===== config.mk =====
export PLATFORM = sky130hd
export DESIGN_NAME = gray_counter_updown
export DESIGN_NICKNAME = d
export VERILOG_FILES = /design/src/rtl/gray_counter_updown.sv
export SDC_FILE = /design/constraint.sdc
export NUM_CORES = 1
export LEC_CHECK = 0
export ABC_AREA = 1
export BUFFER_PORTS_ARGS = -buffer_cell sky130_fd_sc_hd__buf_2
export CAP_MARGIN = 20
export CORE_AREA = 2 2 39 41
export DETAILED_ROUTE_END_ITERATION = 7
export DIE_AREA = 0 0 41 43
export PLACE_DENSITY_LB_ADDON = 0.08
export SYNTH_ARGS = -nofsm -noshare
export SYNTH_HDL_FRONTEND = slang
export SYNTH_SLANG_ARGS = --single-unit

===== constraint.sdc =====
create_clock -name clk -period 2.15 [get_ports clk]
set_input_delay 0.3225 -clock clk [delete_from_list [all_inputs] [get_ports clk]]
set_output_delay 0.3225 -clock clk [all_outputs]
set_load 0.1 [all_outputs]

===== src/rtl/gray_counter_updown.sv =====
// gray_counter_updown: WIDTH-bit up/down counter that presents registered
// binary and Gray views of the same count, with synchronous parallel load
// and a one-cycle wrap pulse.
//
// Optional build macro GRAY_CNT_SATURATE_EN: the counter saturates at
// 2^WIDTH-1 (up) and 0 (down) instead of wrapping. wrap then pulses for
// the cycle after every enabled edge whose step was suppressed.
//
// Interface timing: there is no valid/ready handshake. The outputs are
// plain registers that are valid every cycle after reset. A sampled en or
// load is reflected on the outputs one cycle later.
//
// Priority at each rising edge: rst > load > en. The count state is the
// binary register alone. gray_count is derived from the next binary value
// and registered on the same edge, so the two views always agree.
module gray_counter_updown #(
  parameter int          WIDTH   = 4,
  parameter logic [31:0] RST_VAL = 32'd0
) (
  input  logic             clk,
  input  logic             rst,
  input  logic             en,
  input  logic             up_dn,
  input  logic             load,
  input  logic [WIDTH-1:0] load_val,
  output logic [WIDTH-1:0] gray_count,
  output logic [WIDTH-1:0] bin_count,
  output logic             wrap
);

  localparam logic [WIDTH-1:0] RST_BIN = RST_VAL[WIDTH-1:0];
  localparam logic [WIDTH-1:0] MAX_VAL = {WIDTH{1'b1}};
  localparam logic [WIDTH-1:0] ZERO    = {WIDTH{1'b0}};
  localparam logic [WIDTH-1:0] ONE     = {{(WIDTH-1){1'b0}}, 1'b1};

  function automatic logic [WIDTH-1:0] to_gray(input logic [WIDTH-1:0] b);
    return b ^ (b >> 1);
  endfunction

  logic [WIDTH-1:0] bin_q;
  logic [WIDTH-1:0] gray_q;
  logic             wrap_q;

  logic [WIDTH-1:0] bin_step;
  logic [WIDTH-1:0] bin_next;
  logic             at_bound;
  logic             wrap_next;

  // Candidate step and wrap/saturation boundary for the sampled direction.
  always_comb begin
    bin_step = up_dn ? (bin_q + ONE) : (bin_q - ONE);
    at_bound = up_dn ? (bin_q == MAX_VAL) : (bin_q == ZERO);
  end

  // Next binary value and wrap pulse, applying load over enable.
  always_comb begin
    bin_next  = bin_q;
    wrap_next = 1'b0;
    if (load) begin
      // A load never raises wrap, even with en high in the same cycle.
      bin_next = load_val;
    end else if (en) begin
      wrap_next = at_bound;
`ifdef GRAY_CNT_SATURATE_EN
      // Suppress the step at the bound; wrap then flags the saturation.
      if (!at_bound) begin
        bin_next = bin_step;
      end
`else
      bin_next = bin_step;
`endif
    end
  end

  // Count registers; reset overrides load and enable and clears wrap.
  always_ff @(posedge clk) begin
    if (rst) begin
      bin_q  <= RST_BIN;
      gray_q <= to_gray(RST_BIN);
      wrap_q <= 1'b0;
    end else begin
      bin_q  <= bin_next;
      gray_q <= to_gray(bin_next);
      wrap_q <= wrap_next;
    end
  end

  assign bin_count  = bin_q;
  assign gray_count = gray_q;
  assign wrap       = wrap_q;

endmodule

==> metrics.md <==
| Metric | Value |
|---|---|
| Worst reg2reg setup slack | `0.67 ns` |
| Critical-path top delay cell | `buf_2` |
| Hold Fails Final Rpt | `0` |
| Slew HR | `0.678` |
| Synthesis Warnings | `0` |
| First-pass GRT wire length | `1.70 mm` |
| Core Area | `1380 um2` |
| Io pins | `18` |
| Vias in the first global route | `400` |
| CP max stage delay | `0.48 ns` |
| DRC | `0` |
| Routed vias/inst | `4.44` |
| Routability Congestion | `0.641` |
| GR Util met1 | `0.211` |
| Cell count along the critical path | `1` |
| Die Y | `43 um` |
| Outcome | `finished clean` |
| Clk slew on worst S/H paths | `0.06 ns` |
| P_leak | `0.306 nW` |
| Fmax | `659 MHz` |
| Pre-antenna DRT Iters | `4` |
| Die Width | `41 um` |
| Root buffer cell | `clkbuf_4` |
| GRT Util Overall | `0.146` |
| Crit-path cells | `buf_2` |
| Largest net degree at the start of global routing | `8` |
| Final Critical Period | `1.52 ns` |
| Wire length per cell | `10.0 um` |
| Final ANT Viol Nets | `0` |
| DP HPWL | `799 um` |
| Type of the most critical hold path | `input pin to flop` |
| Crit path max-delay family | `buffers and inverters` |
| Syn_area_per_cell | `7.18 um2` |
| Worst Path Required | `1.83 ns` |
| Fin crit share | `0.706` |
| Max FO, Critical Path | `6` |
| TritonCTS clock tree | `yes` |
| Area growth, synth to finish | `25.7%` |
| WHS Path Cells | `2` |
| Hold Path Origin | `rst` |
| Post-synthesis cell type count | `22` |
| Post-CTS Hold Buffers | `0` |
| PD cells | `856 nW/um2` |
| CTS resizes | `0` |
| Seq/Total Area, Yosys | `0.343` |
| Final WL | `1.00 mm` |
| Clock Tree Buf Depth | `2` |
| Share of layout cells above drive strength 1 | `0.345` |
| Final Slew Violations | `0` |
| Setup_tns | `0 ns` |
| Max Clock Skew | `0.00492 ns` |
| Die footprint | `1760 um2` |
| Worst path arrival time | `1.20 ns` |
| Critical Path End Type | `output pin` |
| Worst Setup Start Kind | `flop` |
| Worst Path Buf+Inv | `1` |
| # setup viols final | `0` |
| DR vias | `444` |
| RSZ-0062 raised after global routing | `no` |
| Number of diodes | `0` |
| Slew at the pin with the worst max-slew slack | `0.486 ns` |
| Initial antenna violation count | `0` |
| #FFs+latches synth | `8` |
| R2R Path Start | `bin_count[0]` |
| Syn nets | `77` |
| Clk Latency, worst-skew pair | `0.25 ns` |
| Mapped Area | `467 um2` |
| Worst VDD drop | `0.377 mV` |
| Number of cell rows | `14` |
| PortBufs | `17` |
| Cts bufs inserted | `3` |
| Max Cap Viol | `0` |
| CTS HTree Levels | `1` |
| Initial Util | `0.337` |
| Overflow after GRT | `0` |
| WS Path Type | `flop to output pin` |
| Cells after Synth | `65` |
| Final hold slack | `0.329 ns` |
| Layout Nets | `98` |
| WHS Endpoint | `bin_count[2]` |
| Postcts setup bufs | `0` |
| R2R cell count | `6` |
| GRT busiest layer | `met1` |
| DRC violation total after the first TritonRoute iteration | `13` |
| Clk sink count | `8` |
| Grt met3 use | `0.0471` |
| Reg2reg end | `gray_count[1]` |
| Met2 GRT Util | `0.175` |
==> power breakdown <==
part | switching [mW] | total (mW) | internal (mW)
clock network | 0.0519 | 0.116 | 0.0639
logic | 0.167 | 0.212 | 0.0446
registers | 0.0124 | 0.175 | 0.163
==> worst max-delay path by stage <==
stage,startpoint,to
after floorplan,bin_count[0],gray_count[0]
after global placement,up_dn,gray_count[0]
after detailed placement,up_dn,gray_count[2]
after CTS,bin_count[0],bin_count[0]
after global routing,bin_count[2],gray_count[2]
final,bin_count[0],bin_count[0]
==> sequential cells by signal (all words and copies together), names as in the netlist <==
register	count
wrap	1
gray_count	3
bin_count	4
==> metal layers <==
layer	routed length, um	part of all wire	vias to the layer above
met3	50	0.050	2
met2	424	0.42	10
met1	512	0.51	185
met5	0	0	-
li1	-	-	247
met4	13	0.013	0
==> kinds of logic after synthesis <==
family	count (synthesis)	share of synthesized area
AND/OR/NAND/NOR	37	0.351
adder cells (fa/ha/maj)	3	0.0965
XOR/XNOR	1	0.0188
AO/OA/AOI/OAI	9	0.126
flip-flops	8	0.343
buffers and inverters	7	0.0643
==> stage by stage <==
step           instances  area (um2)  setup WS (ns)  power, mW   util
3_3_place_gp          97         564          0.557      0.390  0.408
6_report             100         587          0.632      0.502  0.424
5_1_grt              100         587          0.549      0.535  0.424
3_5_place_dp          97         564          0.530      0.390  0.408
4_1_cts              100         587          0.626      0.505  0.424
2_1_floorplan         65         467         0.0589      0.354      -
==> cell type report <==
cell class | count | area [um2]
Tap cell | 16 | 20.0
Sequential cell | 8 | 160
Timing Repair Buffer | 17 | 85.1
Inverter | 6 | 22.5
Fill cell | 160 | 797
Multi-Input combinational cell | 50 | 277
Clock buffer | 3 | 22.5
==> synthesized netlist by cell type, drive strengths merged <==
library cell,count,area [um2]
xnor2,1,8.76
or2,3,18.8
ha,2,25.0
nand3,5,25.0
nor2,7,31.3
nand2,20,77.6
dfxtp,8,160
a21oi,3,18.8
nor3,1,5.00
nand4,1,6.26
o21ai,5,32.5
inv,6,22.5
fa,1,20.0
a211oi,1,7.51
buf,1,7.51
==> layout by cell type, fill, tap and decap left out <==
cell type,count
clkbuf_4,3
or2_1,2
ha_1,2
o21ai_1,2
nor2_2,2
a21oi_2,1
nand2_1,19
inv_2,2
o21ai_0,1
nor2_1,5
o21ai_2,2
inv_1,4
fa_1,1
nand3_1,5
nand2_2,1
a21oi_1,2
dfxtp_1,8
xnor2_1,1
nor3_1,1
a211oi_1,1
or2_2,1
nand4_1,1
buf_2,17
(Power assumes the default switching activity.)
